==> config.mk <==
export PLATFORM = sky130hd
export DESIGN_NAME = rf_writeback_ctrl
export DESIGN_NICKNAME = d
export VERILOG_FILES = /design/src/rtl/rf_writeback_ctrl.sv
export SDC_FILE = /design/constraint.sdc
export NUM_CORES = 1
export LEC_CHECK = 0
export ABC_AREA = 1
export CORE_ASPECT_RATIO = 1.75
export CORE_UTILIZATION = 45
export CTS_CLUSTER_DIAMETER = 50
export DETAILED_ROUTE_END_ITERATION = 12
export PLACE_DENSITY = 0.84
export SLEW_MARGIN = 10
export SYNTH_ARGS = -nofsm -noshare
export SYNTH_HDL_FRONTEND = slang
export SYNTH_SLANG_ARGS = --single-unit
==> constraint.sdc <==
create_clock -name clk -period 2.9 [get_ports clk]
set_clock_uncertainty 0.2 [all_clocks]
set_input_delay 0.58 -clock clk [delete_from_list [all_inputs] [get_ports clk]]
set_output_delay 0.58 -clock clk [all_outputs]
set_load 0.01 [all_outputs]
==> src/rtl/rf_writeback_ctrl.sv <==
// Register-file write-port owner: merges ALU and LSU writebacks, tracks pending
// destination registers and aligns read-during-write forwarding with RAM read data.
module rf_writeback_ctrl #(
  parameter int FIFO_DEPTH = 2
) (
  input  logic        clk,
  input  logic        rst,
  input  logic        i_issue_valid,
  input  logic [4:0]  i_issue_rd,
  input  logic        i_alu_valid,
  input  logic [4:0]  i_alu_rd,
  input  logic [31:0] i_alu_wdata,
  input  logic        i_lsu_valid,
  input  logic [4:0]  i_lsu_rd,
  input  logic [31:0] i_lsu_wdata,
  output logic        o_lsu_ready,
  output logic        o_we,
  output logic [4:0]  o_waddr,
  output logic [31:0] o_wdata,
  input  logic [4:0]  i_raddr1,
  input  logic [4:0]  i_raddr2,
  output logic        o_fwd1_en,
  output logic [31:0] o_fwd1_data,
  output logic        o_fwd2_en,
  output logic [31:0] o_fwd2_data,
  output logic [31:0] o_pending,
  output logic        o_busy
);

  localparam int AW = $clog2(FIFO_DEPTH);
  localparam int CW = AW + 1;

  logic [4:0]    r_fifo_rd   [FIFO_DEPTH];
  logic [31:0]   r_fifo_data [FIFO_DEPTH];
  logic [AW-1:0] r_wptr;
  logic [AW-1:0] r_rptr;
  logic [CW-1:0] r_count;

  logic          r_we;
  logic [4:0]    r_waddr;
  logic [31:0]   r_wdata;
  logic          r_fwd1_en;
  logic [31:0]   r_fwd1_data;
  logic          r_fwd2_en;
  logic [31:0]   r_fwd2_data;
  logic [31:0]   r_pending;

  logic          w_lsu_ready;
  logic          w_fifo_ne;
  logic          w_alu_sel;
  logic          w_lsu_acc;
  logic          w_push;
  logic          w_pop;
  logic          w_sel_we;
  logic [4:0]    w_sel_rd;
  logic [31:0]   w_sel_data;
  logic [31:0]   w_clr_mask;
  logic [31:0]   w_set_mask;
  logic [31:0]   w_pending_nxt;

  assign w_lsu_ready = (r_count < CW'(FIFO_DEPTH));
  assign w_fifo_ne   = (r_count != {CW{1'b0}});
  assign w_alu_sel   = i_alu_valid && (i_alu_rd != 5'd0);
  assign w_lsu_acc   = i_lsu_valid && w_lsu_ready && (i_lsu_rd != 5'd0);
  // LSU writes queue behind any older queued entry or a competing ALU write.
  assign w_push      = w_lsu_acc && (w_alu_sel || w_fifo_ne);
  assign w_pop       = !w_alu_sel && w_fifo_ne;

  always_comb begin
    w_sel_we   = 1'b0;
    w_sel_rd   = 5'd0;
    w_sel_data = 32'd0;
    if (w_alu_sel) begin
      w_sel_we   = 1'b1;
      w_sel_rd   = i_alu_rd;
      w_sel_data = i_alu_wdata;
    end else if (w_fifo_ne) begin
      w_sel_we   = 1'b1;
      w_sel_rd   = r_fifo_rd[r_rptr];
      w_sel_data = r_fifo_data[r_rptr];
    end else if (w_lsu_acc) begin
      w_sel_we   = 1'b1;
      w_sel_rd   = i_lsu_rd;
      w_sel_data = i_lsu_wdata;
    end else begin
      w_sel_we   = 1'b0;
    end
  end

  // Set applied after clear so a same-edge issue of a retiring rd stays pending.
  assign w_clr_mask    = w_sel_we ? (32'd1 << w_sel_rd) : 32'd0;
  assign w_set_mask    = (i_issue_valid && (i_issue_rd != 5'd0)) ? (32'd1 << i_issue_rd) : 32'd0;
  assign w_pending_nxt = ((r_pending & ~w_clr_mask) | w_set_mask) & ~32'd1;

  always_ff @(posedge clk) begin
    if (rst) begin
      r_wptr  <= {AW{1'b0}};
      r_rptr  <= {AW{1'b0}};
      r_count <= {CW{1'b0}};
      for (int i = 0; i < FIFO_DEPTH; i++) begin
        r_fifo_rd[i]   <= 5'd0;
        r_fifo_data[i] <= 32'd0;
      end
    end else begin
      if (w_push) begin
        r_fifo_rd[r_wptr]   <= i_lsu_rd;
        r_fifo_data[r_wptr] <= i_lsu_wdata;
        r_wptr              <= r_wptr + AW'(1);
      end
      if (w_pop) begin
        r_rptr <= r_rptr + AW'(1);
      end
      r_count <= r_count + CW'(w_push) - CW'(w_pop);
    end
  end

  always_ff @(posedge clk) begin
    if (rst) begin
      r_we        <= 1'b0;
      r_waddr     <= 5'd0;
      r_wdata     <= 32'd0;
      r_pending   <= 32'd0;
      r_fwd1_en   <= 1'b0;
      r_fwd1_data <= 32'd0;
      r_fwd2_en   <= 1'b0;
      r_fwd2_data <= 32'd0;
    end else begin
      r_we      <= w_sel_we;
      r_pending <= w_pending_nxt;
      if (w_sel_we) begin
        r_waddr <= w_sel_rd;
        r_wdata <= w_sel_data;
      end
      // The RAM returns stale data for the write on this edge; flag it one cycle on.
      if (r_we && (r_waddr == i_raddr1) && (r_waddr != 5'd0)) begin
        r_fwd1_en   <= 1'b1;
        r_fwd1_data <= r_wdata;
      end else begin
        r_fwd1_en   <= 1'b0;
      end
      if (r_we && (r_waddr == i_raddr2) && (r_waddr != 5'd0)) begin
        r_fwd2_en   <= 1'b1;
        r_fwd2_data <= r_wdata;
      end else begin
        r_fwd2_en   <= 1'b0;
      end
    end
  end

  assign o_lsu_ready = w_lsu_ready;
  assign o_we        = r_we;
  assign o_waddr     = r_waddr;
  assign o_wdata     = r_wdata;
  assign o_fwd1_en   = r_fwd1_en;
  assign o_fwd1_data = r_fwd1_data;
  assign o_fwd2_en   = r_fwd2_en;
  assign o_fwd2_data = r_fwd2_data;
  assign o_pending   = r_pending;
  assign o_busy      = w_fifo_ne || r_we;

endmodule

==> results.tsv, run 1 <==
metric	value	unit
reg2reg setup slack	790	ps
fillers	1692	
CP Class	register to primary output	
period utilisation layout	0.929	
multi-input logic area	0.00363	sq mm
CTS tree	built	
library cells used by synthesis	34	
TritonCTS Buffers	21	
Min Hold Slack	259	ps
routability cong.	0.886	
Iter 0 DRT Violations	538	
crit path DAT	1910	ps
VDD IR max	847	uV
Syn Area/Cell	7.96	sq um
number of global-route vias before repair	8653	
Post-Route Setup TNS	0	ps
Area Overhead vs Synth	36.1	%
initial antenna violation count	1	
Initial Util	0.462	
via/cell ratio	5.34	
Rel. slew slack	0.616	
R2R depth	12	
Required @ worst endpoint	2120	ps
Post-DP Area	0.0118	sq mm
Final min period	2690	ps
Sink Count	214	
layout cells sized above 1	0.0804	
Core Region	0.0199	sq mm
EDFF count, synth	74	
CP endpoint kind	primary output	
Root Buffer	clkbuf_16	
ys flop type	dfxtp_1	
cell area after synthesis	0.00921	sq mm
final setup vio count	0	
synth top area cells	dfxtp_1 (30%), edfxtp_1 (24%), nand2_1 (11%)	
first-pass GRT wire length	42.3	mm
most frequent cell after synthesis	nand2_1	
Top-Level Pins	232	
final hold violation count	0	
slowest CP cell	clkdlybuf4s50_1	
final net count	1475	
WHS Path Cells	1	
die height	191	microns
Vias	8759	
Seq/Total Area, Yosys	0.546	
Critical Path Max Stage Delay	490	ps
fin area	0.0125	sq mm
DRT Pass-1 Iters	5	
antenna-violating nets left	0	
Post-Synthesis Cells	1156	
Rows	68	
Hold Path Class	register to register	
routed length per placed instance	16.5	microns
most area-hungry cell type in the Yosys netlist	dfxtp_1	
post-CTS resize count	0	
Tightest Pin Transition	575	ps
FF+latch area	0.00503	sq mm
Die Wd	110	microns
list of most frequent post-synthesis cells	nand2_1 (267), nor2_1 (217), dfxtp_1 (140)	
Tot Pwr	8.61	mW
gr ovfl total	0	
share of the synthesized area in the top cell type	0.304	
RSZ-0062 raised after global routing	false	
hold_buf cts	0	
Startpoint Class	register	
leakage power	4.93	nW
Synth Net Count	1252	
Pwr Density	687	mW/mm^2
Setup Buffers After CTS	0	
ys async rst share	0	
total track usage	0.259	
DP HPWL	19.1	mm
Synth warnings	0	
# H-tree levels	1	
synthesized flop and latch total	214	
pin count of the biggest net entering global routing	57	
Max Cap Viol	0	
fin. max-slew vios	0	
die area	0.0211	sq mm
status	finished clean	
Port-buffer cells	230	
Cell Chain, Critical Path	inv_2, nand2_2, or2_2, clkdlybuf4s50_1	
hold path startpoint	r_rptr	
worst reg2reg endpoint	o_pending[1]	
critical path peak fanout	8	
Clock Tree Buf Depth	3	
clock-pin slew on the worst setup and hold paths	60	ps
Highest Clock Rate	371	MHz
total wire length	27.1	mm
DRC Markers	0	
worst skew pair latency	490	ps
[worst max path at each step]
stage / slack (ps) / from / end
3_5_place_dp: 50 / i_lsu_rd[1] / r_count[1]
2_1_floorplan: 270 / i_alu_valid / r_fifo_data[0][0]
6_report: 210 / r_count[1] / o_busy
4_1_cts: 180 / r_count[1] / o_busy
5_1_grt: 130 / r_count[1] / o_busy
3_3_place_gp: 80 / i_alu_rd[3] / r_count[1]
[routing by layer]
layer | share of wire | track usage | vias up
met5 | 0 | 0 | -
met4 | 0.053 | 0.149 | 0
met3 | 0.062 | 0.0355 | 99
met2 | 0.54 | 0.481 | 354
met1 | 0.35 | 0.271 | 4082
li1 | - | - | 4224
[power breakdown]
group | internal [mW] | switching, mW
Sequential | 3.45 | 0.246
Clock | 1.57 | 1.12
Combinational | 0.883 | 1.34
[cells in the final DEF, fill, tap and decap left out, types with 15 or more instances in the layout]
| master | instances |
|---|---|
| a21oi_1 | 39 |
| a31oi_1 | 31 |
| buf_4 | 34 |
| clkbuf_16 | 21 |
| clkdlybuf4s50_1 | 230 |
| dfxtp_1 | 139 |
| edfxtp_1 | 74 |
| inv_1 | 58 |
| nand2_1 | 264 |
| nand3_1 | 65 |
| nor2_1 | 217 |
| nor2_2 | 15 |
| o21ai_0 | 125 |
[flip-flops by register name (all words and copies together) (netlist names), 2 cells and up, named ones only]
name and count:
o_pending 31, o_fwd2_data 32, r_fifo_rd 10, o_fwd1_data 32, o_waddr 5, r_fifo_data 64, o_wdata 32, r_count 2
[cells by family (layout without fill, tap and decap cells)]
logic type,after synthesis,after routing,share of synthesized area
other,1,2,0.000407
XOR/XNOR,7,7,0.00666
AND/OR/NAND/NOR,594,594,0.268
AO/OA/AOI/OAI,203,203,0.115
adder cells (fa/ha/maj),2,2,0.00272
flip-flops,214,214,0.546
buffers and inverters,135,372,0.0614
[final cells by class]
cell class / count / share of cell area
flip-flops and latches: 214 / 0.401
multi-input cells: 807 / 0.290
repair buffers: 268 / 0.211
clock buffers: 27 / 0.0453
well taps: 245 / 0.0245
inverters: 67 / 0.0201
clock inverters: 10 / 0.00849
diodes: 1 / 0.000200
[through the flow]
stage,cells,worst slack (ps),util
after CTS,1638,178,0.629
after detailed placement,1601,47.0,0.595
final,1639,206,0.629
after global routing,1639,127,0.629
after global placement,1601,84.6,0.595
after floorplan,1156,270,-
[worst max-delay path: cells and delay by family, from the launching register on]
family	cells	cell delay (ps)
buf+inv	2	630
simple gates	2	410
flops	1	380
Note: power is estimated with default switching activity, not from simulation.
==> inputs of run 2 (changes only) <==
--- a/config.mk
+++ b/config.mk
@@ -6,10 +6,12 @@
 export NUM_CORES = 1
 export LEC_CHECK = 0
 export ABC_AREA = 1
+export CAP_MARGIN = 20
 export CORE_ASPECT_RATIO = 1.75
 export CORE_UTILIZATION = 45
 export CTS_CLUSTER_DIAMETER = 50
 export DETAILED_ROUTE_END_ITERATION = 12
+export HOLD_SLACK_MARGIN = 0.08
 export PLACE_DENSITY = 0.84
 export SLEW_MARGIN = 10
 export SYNTH_ARGS = -nofsm -noshare
==> results of run 2 <==
The final DEF is identical to that of run 1; final timing and power are the same.
==> inputs of run 3 (changes only) <==
--- a/config.mk
+++ b/config.mk
@@ -7,12 +7,15 @@
 export LEC_CHECK = 0
 export ABC_AREA = 1
 export CAP_MARGIN = 20
+export CELL_PAD_IN_SITES_DETAIL_PLACEMENT = 0
+export CELL_PAD_IN_SITES_GLOBAL_PLACEMENT = 1
 export CORE_ASPECT_RATIO = 1.75
-export CORE_UTILIZATION = 45
+export CORE_MARGIN = 2
+export CORE_UTILIZATION = 36
 export CTS_CLUSTER_DIAMETER = 50
 export DETAILED_ROUTE_END_ITERATION = 12
 export HOLD_SLACK_MARGIN = 0.08
-export PLACE_DENSITY = 0.84
+export PLACE_DENSITY = 0.88
 export SLEW_MARGIN = 10
 export SYNTH_ARGS = -nofsm -noshare
 export SYNTH_HDL_FRONTEND = slang
==> constraint.sdc (replaced) <==
create_clock -name clk -period 2.7 [get_ports clk]
set_clock_uncertainty 0.2 [all_clocks]
set_input_delay 0.54 -clock clk [delete_from_list [all_inputs] [get_ports clk]]
set_output_delay 0.54 -clock clk [all_outputs]
set_load 0.01 [all_outputs]
==> run 3 against run 2 <==
Net effect: critical path depth stayed put; via count is 2.4% lower; critical endpoint unchanged; first-iteration DRC count is 12% lower; largest power group unchanged; largest cell class unchanged.
==> results.tsv, run 3 (synthesis results as in run 1) <==
metric	value	unit	change
Critical Path Max Stage Delay	390	ps	was 490 ps
Sink Count	214		unchanged
worst r2r src	r_count[1]		
Root Buffer	clkbuf_16		unchanged
fin. max-slew vios	0		unchanged
number of global-route vias before repair	8344		was 8,653
Inst Count DP	1682		was 1,601
Initial Util	0.365		was 0.462
initial antenna violation count	2		was 1
Pwr Density	782	mW/mm^2	was 687 mW/mm^2
final net count	1486		was 1,475
DP HPWL	20.4	mm	was 19.1 mm
pin count of the biggest net entering global routing	61		was 57
Die Wd	125	microns	was 110 microns
flip-flop count of the largest register after layout	64		unchanged
CP Class	register to primary output		unchanged
period utilisation layout	0.937		
Highest Clock Rate	395	MHz	
top routing layer used	met4		unchanged
Final min period	2530	ps	
CP Buf/Inv Count	2		unchanged
routability cong.	0.871		was 0.886
Port-buffer cells	230		unchanged
met3 WL	1.40	mm	was 1.67 mm
CTS tree	built		unchanged
reg2reg setup slack	640	ps	was 790 ps
most frequent cells in the layout	nand2_1 (264), clkdlybuf4s50_1 (229), nor2_1 (217)		was nand2_1 (264), clkdlybuf4s50_1 (230), nor2_1 (217)
hold_buf cts	0		unchanged
hold path startpoint	r_rptr		unchanged
gr ovfl total	0		unchanged
total wire length	28.7	mm	was 27.1 mm
WHS Path Cells	1		unchanged
Clock Tree Buf Depth	3		unchanged
worst skew pair latency	510	ps	was 490 ps
VDD IR max	452	uV	was 847 uV
most common library cell in the layout ignoring fill and taps	nand2_1		unchanged
Max Cap Viol	0		unchanged
Rows	77		was 68
CP top delay family	buffers and inverters		unchanged
layout cells sized above 1	0.0925		was 0.0804
# H-tree levels	1		unchanged
fillers	2420		was 1,692
post-CTS resize count	1		was 0
worst reg2reg endpoint	r_count[1]		was o_pending[1]
DRC Markers	0		unchanged
Vias	8547		was 8,759
Startpoint Class	register		unchanged
Core Region	0.0252	sq mm	was 0.0199 sq mm
Reg with most FFs	r_fifo_data		unchanged
via/cell ratio	4.96		was 5.34
Iter 0 DRT Violations	471		was 538
die area	0.0269	sq mm	was 0.0211 sq mm
RSZ-0062 raised after global routing	false		unchanged
Rel. slew slack	0.585		was 0.616
Cell Count, Final, Fillers Out	1724		was 1,639
R2R depth	11		was 12
Cell Chain, Critical Path	inv_2, nand2_2, or2_2, dlygate4sd2_1		was inv_2, nand2_2, or2_2, clkdlybuf4s50_1
clock-pin slew on the worst setup and hold paths	60	ps	about the same
slowest CP cell	dfxtp_1		was clkdlybuf4s50_1
Area Overhead vs Synth	40.8	%	was 36.1%
die height	216	microns	was 191 microns
TritonCTS Buffers	22		was 21
met2 wire length	15.8	mm	was 14.6 mm
total track usage	0.206		was 0.259
final hold violation count	0		unchanged
Tightest Pin Transition	622	ps	was 575 ps
leakage power	5.10	nW	was 4.93 nW
Post-Route Setup TNS	0	ps	unchanged
CP endpoint kind	primary output		unchanged
crit path DAT	1790	ps	was 1910 ps
antenna-violating nets left	0		unchanged
Required @ worst endpoint	1960	ps	was 2120 ps
status	finished clean		unchanged
Setup Buffers After CTS	0		unchanged
routed length per placed instance	16.6	microns	was 16.5 microns
DRT Pass-1 Iters	6		was 5
critical path peak fanout	8		unchanged
Top-Level Pins	232		unchanged
first-pass GRT wire length	44.6	mm	was 42.3 mm
Met1 Wirelength	10.7	mm	was 9.39 mm
final setup vio count	0		unchanged
Hold Path Class	register to register		unchanged
[run 3: worst register-to-register path, cell delays in order (launching register included)]
cell and delay [ps]:
dfxtp_1 480, nor2_4 130, nand2_4 90, inv_2 40
nor2_2 110, inv_2 60, ha_1 270, inv_1 40
ha_1 170, xor2_1 150, o21ai_0 150, a21oi_1 50
[run 3: worst max path at each step]
stage	from	to	slack [ps]	depth (start not counted)
finish	r_count[1]	o_busy	170	4
global route	r_count[1]	o_busy	100	4
CTS	r_count[1]	o_busy	150	4
detailed placement	i_alu_rd[1]	r_count[1]	-120	14
global placement	i_alu_rd[4]	r_count[1]	-100	14
floorplan	i_alu_valid	r_fifo_data[0][0]	110	11
[run 3: final cells by class]
class / count / area [sq um] / share of cell area
inverters: 67 / 251 / 0.0194
clock inverters: 14 / 262 / 0.0202
diodes: 2 / 5.00 / 0.000386
clock buffers: 26 / 629 / 0.0486
repair buffers: 278 / 2760 / 0.213
well taps: 316 / 395 / 0.0305
flip-flops and latches: 214 / 5030 / 0.388
multi-input cells: 807 / 3630 / 0.280
[run 3: where the power goes]
group | leakage [nW] | switching, mW | internal, mW
clock network | 0.431 | 1.33 | 2.35
registers | 1.91 | 0.275 | 3.71
logic | 2.76 | 1.45 | 1.02
[run 3: metrics by stage]
| stage | total power [mW] | hold slack (ps) | setup slack [ps] | cell area [sq um] | utilization |
|---|---|---|---|---|---|
| 6_report | 10.1 | 250 | 171 | 13000 | 0.513 |
| 5_1_grt | 10.6 | 273 | 104 | 13000 | 0.513 |
| 4_1_cts | 10.2 | 249 | 149 | 13000 | 0.513 |
| 3_5_place_dp | 6.54 | 249 | -118 | 12100 | 0.478 |
| 3_3_place_gp | 6.49 | 231 | -95.5 | 12100 | 0.478 |
| 2_1_floorplan | 5.33 | 226 | 110 | 9210 | - |
[run 3: metal layers]
layer / GRT usage / vias to the layer above
li1: - / 4246
met1: 0.227 / 3996
met2: 0.397 / 245
met3: 0.0302 / 60
met4: 0.0730 / 0
met5: 0 / -
